===== src/rtl/mem_reinit_ctrl_if.sv =====
// Stream-source and RAM-port bundle shared by the reload controller and its surroundings.
// The master side is the controller; the slave side is the word source plus the RAM.
interface mem_reinit_ctrl_if #(
  parameter int WID_MEM = 32,
  parameter int AW      = 11
) ();
  logic               s_valid;
  logic [WID_MEM-1:0] s_data;
  logic               s_ready;
  logic               mem_we;
  logic [AW-1:0]      mem_waddr;
  logic [WID_MEM-1:0] mem_din;
  logic [AW-1:0]      mem_raddr;
  logic [WID_MEM-1:0] mem_dout;

  modport master (
    input  s_valid, s_data, mem_dout,
    output s_ready, mem_we, mem_waddr, mem_din, mem_raddr
  );

  modport slave (
    output s_valid, s_data, mem_dout,
    input  s_ready, mem_we, mem_waddr, mem_din, mem_raddr
  );
endinterface


===== src/rtl/mem_reinit_ctrl.sv =====
// Reloads a dual-port RAM from a valid/ready word stream, then reads it all back and
// compares additive checksums of the written and the read-back data.
module mem_reinit_ctrl #(
  parameter int WID_MEM   = 32,
  parameter int DEPTH_MEM = 2048,
  parameter int AW        = 11
) (
  input  logic               clk,
  input  logic               reset,
  input  logic               start,
  mem_reinit_ctrl_if.master  bus,
  output logic               busy,
  output logic               done,
  output logic               pass,
  output logic [WID_MEM-1:0] checksum
);

  localparam logic [AW-1:0]      LAST_ADDR = AW'(DEPTH_MEM - 1);
  localparam logic [AW-1:0]      ADDR_ONE  = AW'(1);
  localparam logic [AW-1:0]      ADDR_ZERO = {AW{1'b0}};
  localparam logic [WID_MEM-1:0] WORD_ZERO = {WID_MEM{1'b0}};

  typedef enum logic [2:0] {
    ST_IDLE  = 3'd0,
    ST_LOAD  = 3'd1,
    ST_READ  = 3'd2,
    ST_FLUSH = 3'd3,
    ST_CMP   = 3'd4
  } state_t;

  state_t             state_r;
  state_t             state_s;
  logic [AW-1:0]      wcnt_r;
  logic [AW-1:0]      rcnt_r;
  logic [WID_MEM-1:0] wsum_r;
  logic [WID_MEM-1:0] rsum_r;
  logic [WID_MEM-1:0] checksum_r;
  logic               rd_vld_r;
  logic               pass_r;
  logic               accept_s;

  // Next-state decode plus the combinational stream/RAM strobes and status outputs.
  always_comb begin
    state_s       = state_r;
    accept_s      = 1'b0;
    bus.s_ready   = 1'b0;
    bus.mem_we    = 1'b0;
    bus.mem_waddr = ADDR_ZERO;
    bus.mem_din   = WORD_ZERO;
    bus.mem_raddr = ADDR_ZERO;
    busy          = 1'b0;
    done          = 1'b0;
    pass          = pass_r;
    checksum      = checksum_r;
    case (state_r)
      ST_IDLE: begin
        if (start) begin
          state_s = ST_LOAD;
        end else begin
          state_s = ST_IDLE;
        end
      end
      ST_LOAD: begin
        busy        = 1'b1;
        bus.s_ready = 1'b1;
        accept_s    = bus.s_valid;
        if (accept_s) begin
          bus.mem_we    = 1'b1;
          bus.mem_waddr = wcnt_r;
          bus.mem_din   = bus.s_data;
          if (wcnt_r == LAST_ADDR) begin
            state_s = ST_READ;
          end else begin
            state_s = ST_LOAD;
          end
        end else begin
          state_s = ST_LOAD;
        end
      end
      ST_READ: begin
        busy          = 1'b1;
        bus.mem_raddr = rcnt_r;
        if (rcnt_r == LAST_ADDR) begin
          state_s = ST_FLUSH;
        end else begin
          state_s = ST_READ;
        end
      end
      ST_FLUSH: begin
        busy    = 1'b1;
        state_s = ST_CMP;
      end
      ST_CMP: begin
        // Result is presented in the done cycle itself, then held by the registers.
        busy     = 1'b1;
        done     = 1'b1;
        pass     = (wsum_r == rsum_r);
        checksum = wsum_r;
        state_s  = ST_IDLE;
      end
      default: begin
        state_s = ST_IDLE;
      end
    endcase
  end

  // State register, address counters and checksum accumulators.
  always_ff @(posedge clk or posedge reset) begin
    if (reset) begin
      state_r    <= ST_IDLE;
      wcnt_r     <= ADDR_ZERO;
      rcnt_r     <= ADDR_ZERO;
      wsum_r     <= WORD_ZERO;
      rsum_r     <= WORD_ZERO;
      checksum_r <= WORD_ZERO;
      rd_vld_r   <= 1'b0;
      pass_r     <= 1'b0;
    end else begin
      state_r  <= state_s;
      rd_vld_r <= (state_r == ST_READ);
      case (state_r)
        ST_IDLE: begin
          if (start) begin
            wcnt_r <= ADDR_ZERO;
            rcnt_r <= ADDR_ZERO;
            wsum_r <= WORD_ZERO;
            rsum_r <= WORD_ZERO;
            pass_r <= 1'b0;
          end
        end
        ST_LOAD: begin
          if (accept_s) begin
            wsum_r <= wsum_r + bus.s_data;
            wcnt_r <= wcnt_r + ADDR_ONE;
          end
        end
        ST_READ: begin
          rcnt_r <= rcnt_r + ADDR_ONE;
        end
        ST_CMP: begin
          pass_r     <= (wsum_r == rsum_r);
          checksum_r <= wsum_r;
        end
        default: begin
        end
      endcase
      // Read data lags its address by one cycle; FLUSH picks up the last word.
      if (rd_vld_r) begin
        rsum_r <= rsum_r + bus.mem_dout;
      end
    end
  end

endmodule


===== src/flat_wrapper.sv =====
// flat-port wrapper written by rule: the top's interface ports become plain ports
module mem_reinit_ctrl_flat 
#(
  parameter int WID_MEM   = 32,
  parameter int DEPTH_MEM = 2048,
  parameter int AW        = 11
)
  (clk, reset, start, busy, done, pass, checksum, bus_s_valid, bus_s_data, bus_mem_dout, bus_s_ready, bus_mem_we, bus_mem_waddr, bus_mem_din, bus_mem_raddr);
  mem_reinit_ctrl_if #(.WID_MEM(WID_MEM), .AW(AW)) bus_i ();
  input  logic clk;
  input  logic reset;
  input  logic start;
  output logic busy;
  output logic done;
  output logic pass;
  output logic [WID_MEM-1:0] checksum;
  input wire logic [$bits(bus_i.s_valid)-1:0] bus_s_valid;
  input wire logic [$bits(bus_i.s_data)-1:0] bus_s_data;
  input wire logic [$bits(bus_i.mem_dout)-1:0] bus_mem_dout;
  output wire logic [$bits(bus_i.s_ready)-1:0] bus_s_ready;
  output wire logic [$bits(bus_i.mem_we)-1:0] bus_mem_we;
  output wire logic [$bits(bus_i.mem_waddr)-1:0] bus_mem_waddr;
  output wire logic [$bits(bus_i.mem_din)-1:0] bus_mem_din;
  output wire logic [$bits(bus_i.mem_raddr)-1:0] bus_mem_raddr;
  assign bus_i.s_valid = bus_s_valid;
  assign bus_i.s_data = bus_s_data;
  assign bus_i.mem_dout = bus_mem_dout;
  assign bus_s_ready = bus_i.s_ready;
  assign bus_mem_we = bus_i.mem_we;
  assign bus_mem_waddr = bus_i.mem_waddr;
  assign bus_mem_din = bus_i.mem_din;
  assign bus_mem_raddr = bus_i.mem_raddr;
  mem_reinit_ctrl #(.WID_MEM(WID_MEM), .DEPTH_MEM(DEPTH_MEM), .AW(AW)) u_core (.clk(clk), .reset(reset), .start(start), .bus(bus_i), .busy(busy), .done(done), .pass(pass), .checksum(checksum));
endmodule

===== config.mk =====
export PLATFORM = sky130hd
export DESIGN_NAME = mem_reinit_ctrl_flat
export DESIGN_NICKNAME = d
export VERILOG_FILES = /design/src/rtl/mem_reinit_ctrl_if.sv /design/src/rtl/mem_reinit_ctrl.sv /design/src/flat_wrapper.sv
export SDC_FILE = /design/constraint.sdc
export NUM_CORES = 1
export LEC_CHECK = 0
export ABC_AREA = 1
export CORE_MARGIN = 3
export CORE_UTILIZATION = 34
export DETAILED_ROUTE_END_ITERATION = 7
export PLACE_DENSITY = 0.6
export SLEW_MARGIN = 15
export SYNTH_ARGS = -nofsm -noshare
export SYNTH_HDL_FRONTEND = slang
export SYNTH_SLANG_ARGS = --single-unit

===== constraint.sdc =====
create_clock -name clk -period 10.5 [get_ports clk]
set_input_delay 2.1 -clock clk [delete_from_list [all_inputs] [get_ports clk]]
set_output_delay 2.1 -clock clk [all_outputs]
set_load 0.005 [all_outputs]

==> summary.json, run 1 <==
{
  "grt_pass1_wl": {"value": 52.3, "unit": "mm"},
  "slew_headroom": {"value": 40.0, "unit": "%"},
  "flow.area_growth_from_synthesis": {"value": 24.8, "unit": "%"},
  "cts-root-buf": {"value": "clkbuf_16"},
  "r2r_cells": {"value": 13},
  "syn_nets": {"value": 1867},
  "worst_ir_drop_vdd": {"value": 0.0692, "unit": "mV"},
  "finalHoldViolCount": {"value": 0},
  "final.min_clock_period": {"value": 6.55, "unit": "ns"},
  "post_drt_via_cell_ratio": {"value": 4.68},
  "critical_path.startpoint_type": {"value": "input pin"},
  "antennaDiodeCount": {"value": 0},
  "switching_share": {"value": 43.6, "unit": "%"},
  "route.layer.met1.wl": {"value": 16.0, "unit": "mm"},
  "cts-hold-fix-buffers": {"value": 0},
  "required": {"value": 8.40, "unit": "ns"},
  "final_core_util": {"value": 43.5, "unit": "%"},
  "synthesis.area_per_instance": {"value": 6.00, "unit": "um2"},
  "clkLatencyLatePin": {"value": 0.42, "unit": "ns"},
  "power.share.combinational": {"value": 44.6, "unit": "%"},
  "design.core.area": {"value": 29900, "unit": "um2"},
  "grt_pass1_vias": {"value": 10084},
  "synth_largest_type_area_fraction": {"value": 29.6, "unit": "%"},
  "cts_htree_levels": {"value": 4},
  "cts.clk_slew.worst_paths": {"value": 0.06, "unit": "ns"},
  "drt-initial-drc-count": {"value": 648},
  "detail-route-antenna-nets": {"value": 0},
  "synth_warnings": {"value": 0},
  "totalNegativeSetupSlack": {"value": 0, "unit": "ns"},
  "clock_sinks": {"value": 123},
  "synth_top_area_cell": {"value": "dfrtp_1"},
  "grt_start_max_net_pins": {"value": 71},
  "power": {"value": 2.29, "unit": "mW"},
  "worstHoldPathType": {"value": "flip-flop to flip-flop"},
  "drt-pass1-iter-count": {"value": 5},
  "worstPathArrival": {"value": 4.45, "unit": "ns"},
  "flip_flop_and_latch_count_after_synthesis": {"value": 123},
  "wl_met2": {"value": 14.7, "unit": "mm"},
  "postCtsSetupRepairBufs": {"value": 0},
  "wl": {"value": 32.7, "unit": "mm"},
  "status": {"value": "finished, final reports clean"},
  "final_cell_count_no_fill": {"value": 2289},
  "yosysSeqAreaShare": {"value": 29.6, "unit": "%"},
  "pin_count": {"value": 159},
  "final_layout_size_suffix_gt1_share": {"value": 3.42, "unit": "%"},
  "critical_path_peak_fanout": {"value": 37},
  "critPathKind": {"value": "input pin to output pin"},
  "dp.final_hpwl": {"value": 26.6, "unit": "mm"},
  "layout.cells.most_common_list": {"value": "nand2_1 (685), inv_1 (317), clkdlybuf4s50_1 (158)"},
  "mostFrequentLayoutCell": {"value": "nand2_1"},
  "switching_power": {"value": 1.00, "unit": "mW"},
  "timing.max_cap.violations": {"value": 0},
  "initial_utilization": {"value": 34.8, "unit": "%"},
  "pwr_density_cell": {"value": 177, "unit": "nW/um2"},
  "gpl.final_weighted_congestion": {"value": 0.934},
  "top_routing_layer_in_use": {"value": "met4"},
  "slew_worst_pin": {"value": 0.900, "unit": "ns"},
  "final_hold_slack": {"value": 0.444, "unit": "ns"},
  "timing.final.max_slew_violations": {"value": 0},
  "horiz_die_dim": {"value": 181, "unit": "um"},
  "detailroute.via_count": {"value": 10712},
  "placement.io_buffers": {"value": 158},
  "grt_antenna_before_repair": {"value": 0},
  "syn-instance-count": {"value": 1733},
  "power_report.internal_total": {"value": 1.29, "unit": "mW"},
  "netlist_top_cells_area": {"value": "dfrtp_1 (30%), nand2_1 (25%), inv_1 (11%)"},
  "floorplan.die_area": {"value": 32700, "unit": "um2"},
  "tritoncts.num_buffers": {"value": 17},
  "layout_fillers": {"value": 3150},
  "post_route_drc_violation_count": {"value": 0},
  "setup_viol": {"value": 0},
  "finalClockSkew": {"value": 0.0129, "unit": "ns"},
  "global_route.overflow_total": {"value": 0},
  "cts_resized": {"value": 0},
  "grt_setup_unrepaired": {"value": "false"},
  "period_share": {"value": 62.4, "unit": "%"},
  "max_freq": {"value": 153, "unit": "MHz"},
  "power.clock.fraction": {"value": 25.7, "unit": "%"},
  "cts_tree": {"value": "built"},
  "wl_per_cell": {"value": 14.3, "unit": "um"},
  "synth_cell_types": {"value": 41},
  "hold_depth": {"value": 1},
  "power.sequential.fraction": {"value": 29.7, "unit": "%"},
  "p_leak": {"value": 7.25, "unit": "nW"},
  "endpoint_kind": {"value": "output pin"},
  "rows": {"value": 63},
  "die_h": {"value": 181, "unit": "um"},
  "routed-wl-met3": {"value": 1.29, "unit": "mm"},
  "globalRouteTotalUtil": {"value": 19.8, "unit": "%"},
  "nNetsFinal": {"value": 2020},
  "place_inst": {"value": 2257},
  "clk_path_buf_depth": {"value": 2},
  "syn-cell-area": {"value": 10400, "unit": "um2"}
}
## power by group through the flow
stage | logic (mW) | clock network, mW | registers [mW]
after floorplan | 0.746 | 0 | 0.619
after global placement | 1.01 | 0 | 0.685
after detailed placement | 1.02 | 0 | 0.685
after CTS | 1.02 | 0.601 | 0.677
after global routing | 1.17 | 0.621 | 0.690
final | 1.02 | 0.590 | 0.681
## synthesized netlist by cell type, drive strengths merged
| cell type | n |
|---|---|
| a21boi | 3 |
| a21oi | 64 |
| o21ai | 77 |
| clkbuf | 15 |
| fa | 2 |
| o21bai | 4 |
| a32o | 1 |
| and3 | 1 |
| nor4 | 1 |
| xnor2 | 10 |
| nand4 | 10 |
| nand3 | 107 |
| nand3b | 2 |
| buf | 14 |
| ha | 64 |
| or2 | 11 |
| nor3b | 1 |
| inv | 321 |
| nor2 | 162 |
| nand2 | 690 |
| nor3 | 15 |
| xor2 | 12 |
| clkinv | 1 |
| a31oi | 1 |
| a22o | 1 |
| dfrtp | 123 |
| a21o | 2 |
| and2 | 1 |
| o32ai | 2 |
| o22ai | 15 |
## state kept, by name, summed over array words and instances (netlist names)
name,flops
u_core.rd_vld_r,1
u_core.rcnt_r,11
u_core.wcnt_r,11
u_core.checksum_r,32
u_core.wsum_r,32
u_core.state_r,3
u_core.pass_r,1
u_core.rsum_r,32
## final timing paths
path / startpoint / to / slack, ns
hold reg to reg: u_core.rcnt_r[9] / u_core.rcnt_r[9] / 0.44
min in group asynchronous: reset / u_core.rcnt_r[4] / 2.16
max in group asynchronous: reset / u_core.rsum_r[22] / 6.90
setup reg to reg: u_core.rsum_r[0] / u_core.rsum_r[24] / 8.17
setup / recovery: bus_s_valid / bus_mem_we / 3.95
hold / removal: u_core.rcnt_r[9] / u_core.rcnt_r[9] / 0.44
## worst max-delay path: stages
cell             delay [ns]
clkdlybuf4s50_1        0.45
buf_4                  0.35
nand2_2                0.38
inv_2                  0.50
clkdlybuf4s50_1        0.63
## metrics by stage
step	setup slack (ns)	cell area, um2
floorplan	5.13	10400
global route	3.76	13000
CTS	3.91	13000
finish	3.95	13000
global placement	3.94	12400
detailed placement	3.92	12400
## layout make-up
type	instances	area [um2]	share of cell area, %
multi-input combinational	1259	5990	46.2
tap	390	488	3.76
sequential	123	3080	23.7
clock buffer	19	453	3.49
inverter	322	1210	9.33
timing repair buffer	163	1620	12.5
clock inverter	13	143	1.10
## cells by family (layout without fill, tap and decap cells)
logic type | Yosys count | in the layout | synth area share [%]
buffers and inverters | 351 | 517 | 12.8
XOR/XNOR | 22 | 22 | 1.85
AO/OA/AOI/OAI | 170 | 170 | 8.74
flip-flops | 123 | 123 | 29.6
adder cells (fa/ha/maj) | 66 | 66 | 8.08
AND/OR/NAND/NOR | 1001 | 1001 | 38.9
## per-layer routing
| layer | GRT usage (%) | vias to the layer above |
|---|---|---|
| met5 | 0 | - |
| met4 | 5.71 | 0 |
| met3 | 2.17 | 38 |
| met2 | 32.6 | 236 |
| met1 | 27.6 | 4802 |
| li1 | - | 5636 |
Note: power is estimated with default switching activity, not from simulation.
==> inputs of run 2 (changes only) <==
Settings changed: PLACE_DENSITY 0.6 to 0.62.
Clock period 10.5 ns to 5.5 ns, I/O delays scaled along.
==> summary.json, run 2 (same netlist as run 1, synthesis figures left out) <==
{
  "p_leak": {"value": 7.24, "unit": "nW", "change": "was 7.25 nW"},
  "grt_antenna_before_repair": {"value": 0, "change": "unchanged"},
  "gpl.final_weighted_congestion": {"value": 0.972, "change": "was 0.934"},
  "clkLatencyLatePin": {"value": 0.42, "unit": "ns", "change": "about the same"},
  "antennaDiodeCount": {"value": 0, "change": "unchanged"},
  "grt_setup_unrepaired": {"value": "false", "change": "unchanged"},
  "drt-pass1-iter-count": {"value": 5, "change": "unchanged"},
  "switching_share": {"value": 43.2, "unit": "%", "change": "was 43.6%"},
  "finalClockSkew": {"value": 0.0124, "unit": "ns", "change": "was 0.0129 ns"},
  "dpl_worst_slack": {"value": 1.33, "unit": "ns", "change": "was 3.92 ns"},
  "area.sequential": {"value": 3080, "unit": "um2", "change": "unchanged"},
  "pin_count": {"value": 159, "change": "unchanged"},
  "slew_headroom": {"value": 37.9, "unit": "%", "change": "was 40.0%"},
  "wl_per_cell": {"value": 14.2, "unit": "um", "change": "was 14.3 um"},
  "cts_tree": {"value": "built", "change": "unchanged"},
  "finalHoldViolCount": {"value": 0, "change": "unchanged"},
  "tritoncts.num_buffers": {"value": 17, "change": "unchanged"},
  "horiz_die_dim": {"value": 181, "unit": "um", "change": "unchanged"},
  "timing.final.max_slew_violations": {"value": 0, "change": "unchanged"},
  "layout.cells.most_common_list": {"value": "nand2_1 (685), inv_1 (317), clkdlybuf4s50_1 (158)", "change": "unchanged"},
  "setup_viol": {"value": 0, "change": "unchanged"},
  "postCtsSetupRepairBufs": {"value": 0, "change": "unchanged"},
  "nNetsFinal": {"value": 2021, "change": "was 2020"},
  "switching_power": {"value": 1.88, "unit": "mW", "change": "was 1.00 mW"},
  "cts-hold-fix-buffers": {"value": 0, "change": "unchanged"},
  "status": {"value": "finished, final reports clean", "change": "unchanged"},
  "cts.clk_slew.worst_paths": {"value": 0.06, "unit": "ns", "change": "about the same"},
  "globalRouteTotalUtil": {"value": 19.8, "unit": "%", "change": "about the same"},
  "slew_worst_pin": {"value": 0.929, "unit": "ns", "change": "was 0.900 ns"},
  "critPathKind": {"value": "input pin to output pin", "change": "unchanged"},
  "worstHoldPathType": {"value": "flip-flop to flip-flop", "change": "unchanged"},
  "worstPathArrival": {"value": 3.03, "unit": "ns", "change": "was 4.45 ns"},
  "post_drt_via_cell_ratio": {"value": 4.72, "change": "was 4.68"},
  "power.share.combinational": {"value": 44.4, "unit": "%", "change": "was 44.6%"},
  "floorplan.die_area": {"value": 32700, "unit": "um2", "change": "unchanged"},
  "wl": {"value": 32.5, "unit": "mm", "change": "was 32.7 mm"},
  "final.min_clock_period": {"value": 4.13, "unit": "ns"},
  "critical_path.startpoint_type": {"value": "input pin", "change": "unchanged"},
  "placement.io_buffers": {"value": 158, "change": "unchanged"},
  "final_layout_size_suffix_gt1_share": {"value": 3.47, "unit": "%", "change": "was 3.42%"},
  "power_report.internal_total": {"value": 2.48, "unit": "mW", "change": "was 1.29 mW"},
  "power": {"value": 4.36, "unit": "mW", "change": "was 2.29 mW"},
  "timing.max_cap.violations": {"value": 0, "change": "unchanged"},
  "detailroute.via_count": {"value": 10812, "change": "was 10712"},
  "cts_resized": {"value": 0, "change": "unchanged"},
  "final_cell_area": {"value": 13000, "unit": "um2", "change": "about the same"},
  "initial_utilization": {"value": 34.8, "unit": "%", "change": "unchanged"},
  "setup_slack": {"value": 1.37, "unit": "ns", "change": "was 3.95 ns"},
  "final_core_util": {"value": 43.5, "unit": "%", "change": "about the same"},
  "final_hold_slack": {"value": 0.445, "unit": "ns", "change": "was 0.444 ns"},
  "post_route_drc_violation_count": {"value": 0, "change": "unchanged"},
  "place_inst": {"value": 2258, "change": "was 2257"},
  "dpl-instance-area": {"value": 12400, "unit": "um2", "change": "about the same"},
  "drt-initial-drc-count": {"value": 650, "change": "was 648"},
  "cts-root-buf": {"value": "clkbuf_16", "change": "unchanged"},
  "pwr_density_cell": {"value": 336, "unit": "nW/um2", "change": "was 177 nW/um2"},
  "mostFrequentLayoutCell": {"value": "nand2_1", "change": "unchanged"},
  "grt_pass1_vias": {"value": 10246, "change": "was 10084"},
  "cts_htree_levels": {"value": 4, "change": "unchanged"},
  "global_route.overflow_total": {"value": 0, "change": "unchanged"},
  "clock_sinks": {"value": 123, "change": "unchanged"},
  "required": {"value": 4.40, "unit": "ns", "change": "was 8.40 ns"},
  "max_freq": {"value": 242, "unit": "MHz"},
  "grt_pass1_wl": {"value": 52.4, "unit": "mm", "change": "was 52.3 mm"},
  "largest_registers": {"value": "u_core.checksum_r: 32 flops, u_core.rsum_r: 32 flops, u_core.wsum_r: 32 flops", "change": "unchanged"},
  "critical_path_peak_fanout": {"value": 37, "change": "unchanged"},
  "clk_path_buf_depth": {"value": 2, "change": "unchanged"},
  "design.core.area": {"value": 29900, "unit": "um2", "change": "unchanged"},
  "flow.area_growth_from_synthesis": {"value": 25.0, "unit": "%", "change": "was 24.8%"},
  "power.sequential.fraction": {"value": 29.3, "unit": "%", "change": "was 29.7%"},
  "multi_input_area": {"value": 5990, "unit": "um2", "change": "unchanged"},
  "rows": {"value": 63, "change": "unchanged"},
  "totalNegativeSetupSlack": {"value": 0, "unit": "ns", "change": "unchanged"},
  "detail-route-antenna-nets": {"value": 0, "change": "unchanged"},
  "endpoint_kind": {"value": "output pin", "change": "unchanged"},
  "layout_fillers": {"value": 3132, "change": "was 3150"},
  "grt_start_max_net_pins": {"value": 61, "change": "was 71"},
  "power.clock.fraction": {"value": 26.3, "unit": "%", "change": "was 25.7%"},
  "dp.final_hpwl": {"value": 26.4, "unit": "mm", "change": "was 26.6 mm"},
  "final_cell_count_no_fill": {"value": 2290, "change": "was 2289"},
  "worst_ir_drop_vdd": {"value": 0.168, "unit": "mV", "change": "was 0.0692 mV"},
  "period_share": {"value": 75.2, "unit": "%"},
  "die_h": {"value": 181, "unit": "um", "change": "unchanged"}
}
==> run 2: cell count changes in the layout (fill, tap and decap cells not counted) <==
cell,delta
clkinvlp_4,+4
clkinv_2,-3
buf_4,+1
clkbuf_8,+1
clkinv_4,-1
inv_6,-1
==> run 2: metal layers <==
metal  up-vias  part of all wire (%)  GRT usage [%]  wire (um)
met1      4874                    48           27.1      15600
met2       250                    46           33.4      15100
met3        35                   4.1           2.56       1350
met5         -                     0              0          0
met4         0                   1.6           4.54        522
li1       5653                     -              -          -
==> run 2: final timing paths <==
path,slack [ns],start,cells past startpoint,endpoint
hold / removal,0.45,u_core.rcnt_r[9],1,u_core.rcnt_r[9]
hold reg to reg,0.45,u_core.rcnt_r[9],1,u_core.rcnt_r[9]
setup reg to reg,3.19,u_core.rsum_r[0],13,u_core.rsum_r[24]
min in group asynchronous,1.17,reset,2,u_core.rcnt_r[4]
max in group asynchronous,3.27,reset,3,u_core.checksum_r[29]
setup / recovery,1.37,bus_s_valid,5,bus_mem_we
==> run 2: power groups by stage <==
| stage | sequential, mW | clock [mW] | combinational (mW) |
|---|---|---|---|
| finish | 1.28 | 1.15 | 1.94 |
| global route | 1.30 | 1.21 | 2.23 |
| CTS | 1.27 | 1.17 | 1.93 |
| detailed placement | 1.28 | 0 | 1.92 |
| global placement | 1.28 | 0 | 1.89 |
| floorplan | 1.18 | 0 | 1.42 |
==> run 2: cell type report <==
cell class	count	share of cell area, %
clock inverter	12	1.08
sequential	123	23.7
inverter	322	9.31
clock buffer	20	3.59
multi-input combinational	1259	46.1
timing repair buffer	164	12.5
tap	390	3.75
==> run 2: critical path: stages <==
cell             delay, ns
clkdlybuf4s50_1       0.46
buf_4                 0.35
nand2_2               0.10
inv_2                 0.40
clkdlybuf4s50_1       0.60
